--- src/rtl/ssd_scan_mux_if.sv ---
// Bundle between the BCD source and the seven-segment scan multiplexer.
interface ssd_scan_mux_if #(
    parameter int NUM_DIGITS = 4
);
    logic                      load;
    logic [4*NUM_DIGITS-1:0]   bcd_in;
    logic                      A;
    logic                      B;
    logic                      C;
    logic                      D;
    logic [NUM_DIGITS-1:0]     dig_en;
    logic                      frame_done;

    modport master (
        output load, bcd_in,
        input  A, B, C, D, dig_en, frame_done
    );

    modport slave (
        input  load, bcd_in,
        output A, B, C, D, dig_en, frame_done
    );
endinterface

--- src/rtl/ssd_scan_mux.sv ---
// Time-multiplexed BCD digit scanner with blank gaps and frame-boundary commit.
// Optional LEADING_ZERO_BLANK_EN: leading zero digits (above digit 0) stay dark.
module ssd_scan_mux #(
    parameter int NUM_DIGITS = 4,
    parameter int DWELL      = 1000,
    parameter int BLANK      = 16
) (
    input logic           clk,
    input logic           rst,
    ssd_scan_mux_if.slave bus
);
    localparam int MAXC = (DWELL > BLANK) ? DWELL : BLANK;
    localparam int CW   = $clog2(MAXC + 1);
    localparam int IW   = $clog2(NUM_DIGITS);
    localparam int W    = 4 * NUM_DIGITS;

    typedef enum logic {
        S_BLANK,
        S_SHOW
    } state_t;

    state_t                state_q, state_d;
    logic [IW-1:0]         idx_q, idx_d;
    logic [CW-1:0]         cnt_q, cnt_d;
    logic [W-1:0]          disp_q, disp_d;
    logic [W-1:0]          shad_q, shad_d;
    logic                  pend_q, pend_d;
    logic [3:0]            nib_q, nib_d;
    logic [NUM_DIGITS-1:0] en_q, en_d;
    logic                  fd_q, fd_d;
    logic                  last;
    logic                  wrap;
    logic                  lit;

`ifdef LEADING_ZERO_BLANK_EN
    logic [NUM_DIGITS-1:0] hi_zero;

    // hi_zero[k]: digits k..NUM_DIGITS-1 of the shown value are all zero
    always_comb begin
        hi_zero = '0;
        for (int k = 0; k < NUM_DIGITS; k++) begin
            hi_zero[k] = ((disp_q >> (4 * k)) == '0);
        end
    end

    assign lit = (idx_q == '0) || !hi_zero[idx_q];
`else
    assign lit = 1'b1;
`endif

    always_comb begin
        state_d = state_q;
        idx_d   = idx_q;
        disp_d  = disp_q;
        shad_d  = shad_q;
        pend_d  = pend_q;
        wrap    = 1'b0;

        if (state_q == S_BLANK) last = (cnt_q == CW'(BLANK - 1));
        else                    last = (cnt_q == CW'(DWELL - 1));

        cnt_d = last ? '0 : cnt_q + 1'b1;

        if (last) begin
            if (state_q == S_BLANK) begin
                state_d = S_SHOW;
            end else begin
                state_d = S_BLANK;
                if (idx_q == IW'(NUM_DIGITS - 1)) begin
                    idx_d = '0;
                    wrap  = 1'b1;
                end else begin
                    idx_d = idx_q + 1'b1;
                end
            end
        end

        if (bus.load) begin
            shad_d = bus.bcd_in;
            pend_d = 1'b1;
        end

        // A load coinciding with the wrap bypasses the shadow register
        if (wrap) begin
            if (bus.load) begin
                disp_d = bus.bcd_in;
                pend_d = 1'b0;
            end else if (pend_q) begin
                disp_d = shad_q;
                pend_d = 1'b0;
            end
        end

        nib_d = disp_q[{idx_q, 2'b00} +: 4];
        en_d  = '1;
        if (state_q == S_SHOW && lit) en_d[idx_q] = 1'b0;
        fd_d  = wrap;
    end

    always_ff @(posedge clk) begin
        if (rst) begin
            state_q <= S_BLANK;
            idx_q   <= '0;
            cnt_q   <= '0;
            disp_q  <= '0;
            shad_q  <= '0;
            pend_q  <= 1'b0;
            nib_q   <= 4'hF;
            en_q    <= '1;
            fd_q    <= 1'b0;
        end else begin
            state_q <= state_d;
            idx_q   <= idx_d;
            cnt_q   <= cnt_d;
            disp_q  <= disp_d;
            shad_q  <= shad_d;
            pend_q  <= pend_d;
            nib_q   <= nib_d;
            en_q    <= en_d;
            fd_q    <= fd_d;
        end
    end

    assign bus.A          = nib_q[3];
    assign bus.B          = nib_q[2];
    assign bus.C          = nib_q[1];
    assign bus.D          = nib_q[0];
    assign bus.dig_en     = en_q;
    assign bus.frame_done = fd_q;
endmodule

--- src/flat_wrapper.sv ---
// flat-port wrapper written by rule: the top's interface ports become plain ports
module ssd_scan_mux_flat 
#(
    parameter int NUM_DIGITS = 4,
    parameter int DWELL      = 1000,
    parameter int BLANK      = 16
)
  (clk, rst, bus_load, bus_bcd_in, bus_A, bus_B, bus_C, bus_D, bus_dig_en, bus_frame_done);
  ssd_scan_mux_if #(.NUM_DIGITS(NUM_DIGITS)) bus_i ();
  input logic clk;
  input logic rst;
  input wire logic [$bits(bus_i.load)-1:0] bus_load;
  input wire logic [$bits(bus_i.bcd_in)-1:0] bus_bcd_in;
  output wire logic [$bits(bus_i.A)-1:0] bus_A;
  output wire logic [$bits(bus_i.B)-1:0] bus_B;
  output wire logic [$bits(bus_i.C)-1:0] bus_C;
  output wire logic [$bits(bus_i.D)-1:0] bus_D;
  output wire logic [$bits(bus_i.dig_en)-1:0] bus_dig_en;
  output wire logic [$bits(bus_i.frame_done)-1:0] bus_frame_done;
  assign bus_i.load = bus_load;
  assign bus_i.bcd_in = bus_bcd_in;
  assign bus_A = bus_i.A;
  assign bus_B = bus_i.B;
  assign bus_C = bus_i.C;
  assign bus_D = bus_i.D;
  assign bus_dig_en = bus_i.dig_en;
  assign bus_frame_done = bus_i.frame_done;
  ssd_scan_mux #(.NUM_DIGITS(NUM_DIGITS), .DWELL(DWELL), .BLANK(BLANK)) u_core (.clk(clk), .rst(rst), .bus(bus_i));
endmodule
--- config.mk ---
export PLATFORM = sky130hd
export DESIGN_NAME = ssd_scan_mux_flat
export DESIGN_NICKNAME = d
export VERILOG_FILES = /design/src/rtl/ssd_scan_mux_if.sv /design/src/rtl/ssd_scan_mux.sv /design/src/flat_wrapper.sv
export SDC_FILE = /design/constraint.sdc
export NUM_CORES = 1
export LEC_CHECK = 0
export BUFFER_PORTS_ARGS = -buffer_cell sky130_fd_sc_hd__buf_2
export CAP_MARGIN = 20
export CORE_MARGIN = 5
export CORE_UTILIZATION = 50
export CTS_CLUSTER_DIAMETER = 200
export CTS_CLUSTER_SIZE = 12
export DETAILED_ROUTE_END_ITERATION = 7
export GPL_ROUTABILITY_DRIVEN = 0
export PLACE_DENSITY = 0.7
export SYNTH_ARGS = -nofsm -noshare
export SYNTH_HDL_FRONTEND = slang
export SYNTH_SLANG_ARGS = --single-unit
export TNS_END_PERCENT = 5
--- constraint.sdc ---
create_clock -name clk -period 4.7 [get_ports clk]
set_input_delay 0.705 -clock clk [delete_from_list [all_inputs] [get_ports clk]]
set_output_delay 0.705 -clock clk [all_outputs]
set_load 0.02 [all_outputs]
* After elaboration in Yosys (flattened, before gate mapping)
Index checks and enable logic that the tools add are counted.
W data, S select, Z words.
** Word-level totals
- Register bits :: 55
- Bits of input ports :: 19
- Output and inout bits :: 9
- Logic and storage cells :: 39
** Cells by class
- Add/sub/neg operators :: 2
- $lt $le $gt $ge :: 2
- Equal/unequal tests :: 3
- Shifts and indexed selects :: 1
- Mux-type cells :: 14
- Bitwise operators :: 2
- Reduce and logical (&&, ||, !) cells :: 6
** Operators by type and width (number)
- $mux W16 :: 2
- $shiftx A16 B5 Y4 :: 1
- $add A10 B1 Y10 const B :: 1
- $eq A10 B10 Y1 const B :: 1
- $eq A10 B4 Y1 const B :: 1
- $mux W1 :: 10
- $not A4 Y4 :: 1
- $reduce_and A2 Y1 :: 2
- $reduce_or A2 Y1 :: 2
- $lt A2 B3 Y1 const B :: 1
- $add A2 B1 Y2 const B :: 1
- $demux W1 S2 :: 1
- $eq A2 B2 Y1 const B :: 1
- $ge A2 B1 Y1 const B :: 1
- $mux W2 :: 1
- $reduce_bool A2 Y1 :: 1
- $logic_and A1 B1 Y1 :: 1
- $not A1 Y1 :: 1

* Longest topological paths before layout
- Depth after elaboration :: 5
- Mapped depth :: 6
- Gate-level depth less buffers :: 5

* Least setup slack after synthesis
OpenSTA, ideal clock, no wires.
- Kind :: input port to flip-flop
- Start :: input port bus_load
- End :: register u_core.disp_q[9]
- Library setup time :: 0.118 ns
- Data arrival time :: 1.626 ns
- Data required time :: 4.582 ns
- Setup slack :: 2.956 ns
- Stages on the path :: 5
- Buffers on the path :: 2
- Cells stage by stage :: buf_2 -> o211ai_1 -> nor4_4 -> buf_6 -> o21ai_1
** Between the ends
- Longest elaborated chain between the ends :: 2
- Elaborated cells between the ends (all ways) :: 3
- Those cells by class :: 1 x mux; 2 x reduce/logical
** RTL lines
- from (decl) :: line flat_wrapper.sv:12 : input wire logic [$bits(bus_i.load)-1:0] bus_load;
- $reduce_bool A2 Y1 (no line)
- $reduce_and A2 Y1 (no line)
- to (signal assigned) :: line ssd_scan_mux.sv:115 : disp_q <= disp_d;
- to (decl) :: line ssd_scan_mux.sv:25 : logic [W-1:0] disp_q, disp_d;
Parallel ways exist; a longest one is shown, timed or not.
A chain may end at the register's enable or synchronous reset.

* Worst setup path after layout
- Start :: input port bus_load
- End :: register u_core.disp_q[0]
Same word-level chain as after synthesis.

==> metrics.txt <==
total gr overflow=0; reg2reg start=u_core.idx_q[1]$_SDFFE_PP0P_; layout cells sized above 1=25.5%; drt pass-1 iters=4; CP max stage delay=0.42 ns; Least-Margin Pin Slew=0.848 ns; htree depth=2; Power, Total=0.844 mW; EDFF count, synth=0; n_diodes=0; FP Rows=24; CP arrival=2.08 ns; YS warnings=0; capturing point of the worst reg2reg path=u_core.disp_q[0]$_SDFFE_PP0P_; cell area after layout=2520 um^2; CP cell instances=buf_2 > o211ai_1 > nor4_4 > buf_4 > o21ai_0; Buf/Inv on CP=2; CTS buffer count=5; hold depth=1; clock root buffer=clkbuf_8; clock latency on the worst-skew pair=0.30 ns; setup_tns=0 ns; dpl hpwl=2440 um; GR Layer Usage met3=4.10%; routed vias/inst=5.07; Synth Flop Type=dfxtp_1; Max-Cap Viols=0; RSZ-0062 raised after global routing=no; fmax=0.524 GHz; Final Hold Fails=0; Worst EP required=4.88 ns; Post-synth ARST share=0%; Post-Syn Nets=247; Vias=1517; Mapped Avg Cell Area=10.1 um^2; Resize count post-CTS=0; Inst Count DP=291; Pleak=0.989 nW; Hold WC Path Type=reg2reg; CP Class=in2reg; GRT met1 Usage=18.6%; mapped cell area=2260 um^2; Seq cells post-synth=55; Hold Buf Count CTS=0; CP Launch Type=input pin; PortBufs=27; antenna violations before repair=0; Finished Core Util=57.4%; Chip Width=77.2 um; R2R depth=5; Chip Height=77.2 um; total track usage=13.3%; fin crit period=1.91 ns; CORE AREA=4380 um^2; CP top delay family=buffers and inverters; status=finished clean; Top-Level Pins=28; slowest CP cell=buf_2; CTS tree=yes; clock buffer depth=2; worst vdd ir=179 uV; Die Area=5970 um^2; Place WS=2.49 ns; Area growth syn-to-layout=11.3%; Post-CTS Setup Inserts=0; Finished Layout Cells=299; DR iter-0 viols=88; endpoint class of the critical path=register; CP Max Fanout=32; met2 Track Usage GR=19.5%; Finish-stage setup viols=0; Final #Nets=270; Total Routed Length=3700 um; Cell Pwr Density=335 nW/um^2; largest net degree at the start of global routing=55; Hold Path Sink=u_core.cnt_q[0]$_SDFF_PP0_; Seq/Total Area, Yosys=48.7%; Synth cell types=32; Max-Slew Margin vs Limit=43.5%; number of global-route vias before repair=1391; final slew viol count=0; GRT busiest layer=met2; first-pass GRT wire length=6500 um; Max Clock Skew=0.00367 ns; Worst-path clk slew=0.09 ns; Initial Util=51.6%; Gate Count Post-Synth=223; Placed Area=2400 um^2; hold_ws=0.464 ns; reg-to-reg slack, setup=2.87 ns; Clock Sink Count=55; WL/cell=12.4 um; drt drc=0; fin crit share=40.6%; min-delay src=u_core.cnt_q[0]$_SDFF_PP0_; Final ANT Viol Nets=0; worst setup margin=2.79 ns
==> layout make-up <==
class | count | area [um^2]
Timing Repair Buffer | 28 | 143
Clock buffer | 6 | 82.6
Sequential cell | 55 | 1100
Inverter | 4 | 15.0
Multi-Input combinational cell | 152 | 1070
Fill cell | 377 | 1870
Clock inverter | 2 | 35.0
Tap cell | 52 | 65.1
==> flip-flops by register name (all words and copies together) (netlist names) <==
| register | cells |
|---|---|
| u_core.disp_q | 16 |
| u_core.idx_q | 2 |
| u_core.cnt_q | 10 |
| u_core.nib_q | 4 |
| u_core.bus.frame_done | 1 |
| u_core.pend_q | 1 |
| u_core.shad_q | 16 |
| u_core.bus.dig_en | 4 |
| u_core.state_q | 1 |
==> worst reg2reg max path, stage by stage, from the launching register on <==
cell      delay (ns)
dfxtp_1         0.57
ha_1            0.27
o211ai_1        0.14
nor4_4          0.16
buf_4           0.38
o21ai_0         0.18
==> worst max-delay path by stage <==
stage,start,end,slack (ns),cells past startpoint
final,bus_load,u_core.disp_q[0]$_SDFFE_PP0P_,2.79,5
after global routing,bus_load,u_core.disp_q[0]$_SDFFE_PP0P_,2.62,5
after CTS,bus_load,u_core.disp_q[0]$_SDFFE_PP0P_,2.79,5
after detailed placement,bus_load,u_core.disp_q[0]$_SDFFE_PP0P_,2.49,5
after global placement,bus_load,u_core.disp_q[0]$_SDFFE_PP0P_,2.53,5
after floorplan,bus_load,u_core.disp_q[9]$_SDFFE_PP0P_,2.96,5
==> cell usage in the layout (no fill, tap or decap), types with 2 or more instances in the layout <==
cell and instances:
nor3_1 15, o21ai_2 12, o21ai_1 3, ha_1 5, buf_2 27, mux4_2 4, nor2_1 24, or2_2 5
nand2b_1 17, inv_1 4, dfxtp_1 55, nand2_1 25, nor3b_1 2, mux2i_1 17, xnor2_1 6, nand3_1 3
clkbuf_8 6, xor2_1 2
==> cells in the mapped netlist, types with 3 or more instances <==
| cell | number | share of area [%] |
|---|---|---|
| nand2b_1 | 17 | 4.7 |
| clkbuf_1 | 6 | 1.0 |
| nor2_1 | 24 | 4.0 |
| dfxtp_1 | 55 | 49 |
| mux4_2 | 4 | 4.0 |
| or2_2 | 5 | 1.4 |
| buf_6 | 3 | 1.5 |
| mux2i_1 | 17 | 7.5 |
| xnor2_1 | 6 | 2.3 |
| o21ai_2 | 12 | 4.6 |
| nor3_1 | 15 | 3.3 |
| o21ai_1 | 3 | 0.66 |
| nand3_1 | 3 | 0.66 |
| nand2_1 | 25 | 4.2 |
| ha_1 | 5 | 2.8 |
| inv_1 | 4 | 0.66 |
==> report_power, final <==
part	internal (mW)	leakage (nW)	total [mW]	switching, mW
registers	0.478	0.449	0.482	0.00418
logic	0.0206	0.479	0.0442	0.0236
clock network	0.172	0.0612	0.317	0.145
total	0.671	0.989	0.844	0.173
==> cell families (layout without fill, tap and decap cells) <==
kind of cell             Yosys count  count (layout)  synth area share [%]
buffers and inverters             16              40                  3.76
multiplexers                      21              21                  11.5
XOR/XNOR                           8               8                  3.10
AO/OA/AOI/OAI                     20              20                  7.30
adder cells (fa/ha/maj)            5               5                  2.77
flip-flops                        55              55                  48.7
AND/OR/NAND/NOR                   98              98                  22.9
==> per-layer routing <==
metal | vias up | share of wire, %
met5 | - | 0
met4 | 0 | 1.1
li1 | 800 | -
met2 | 24 | 42
met3 | 4 | 4.7
met1 | 689 | 52
Note: power is estimated with default switching activity, not from simulation.
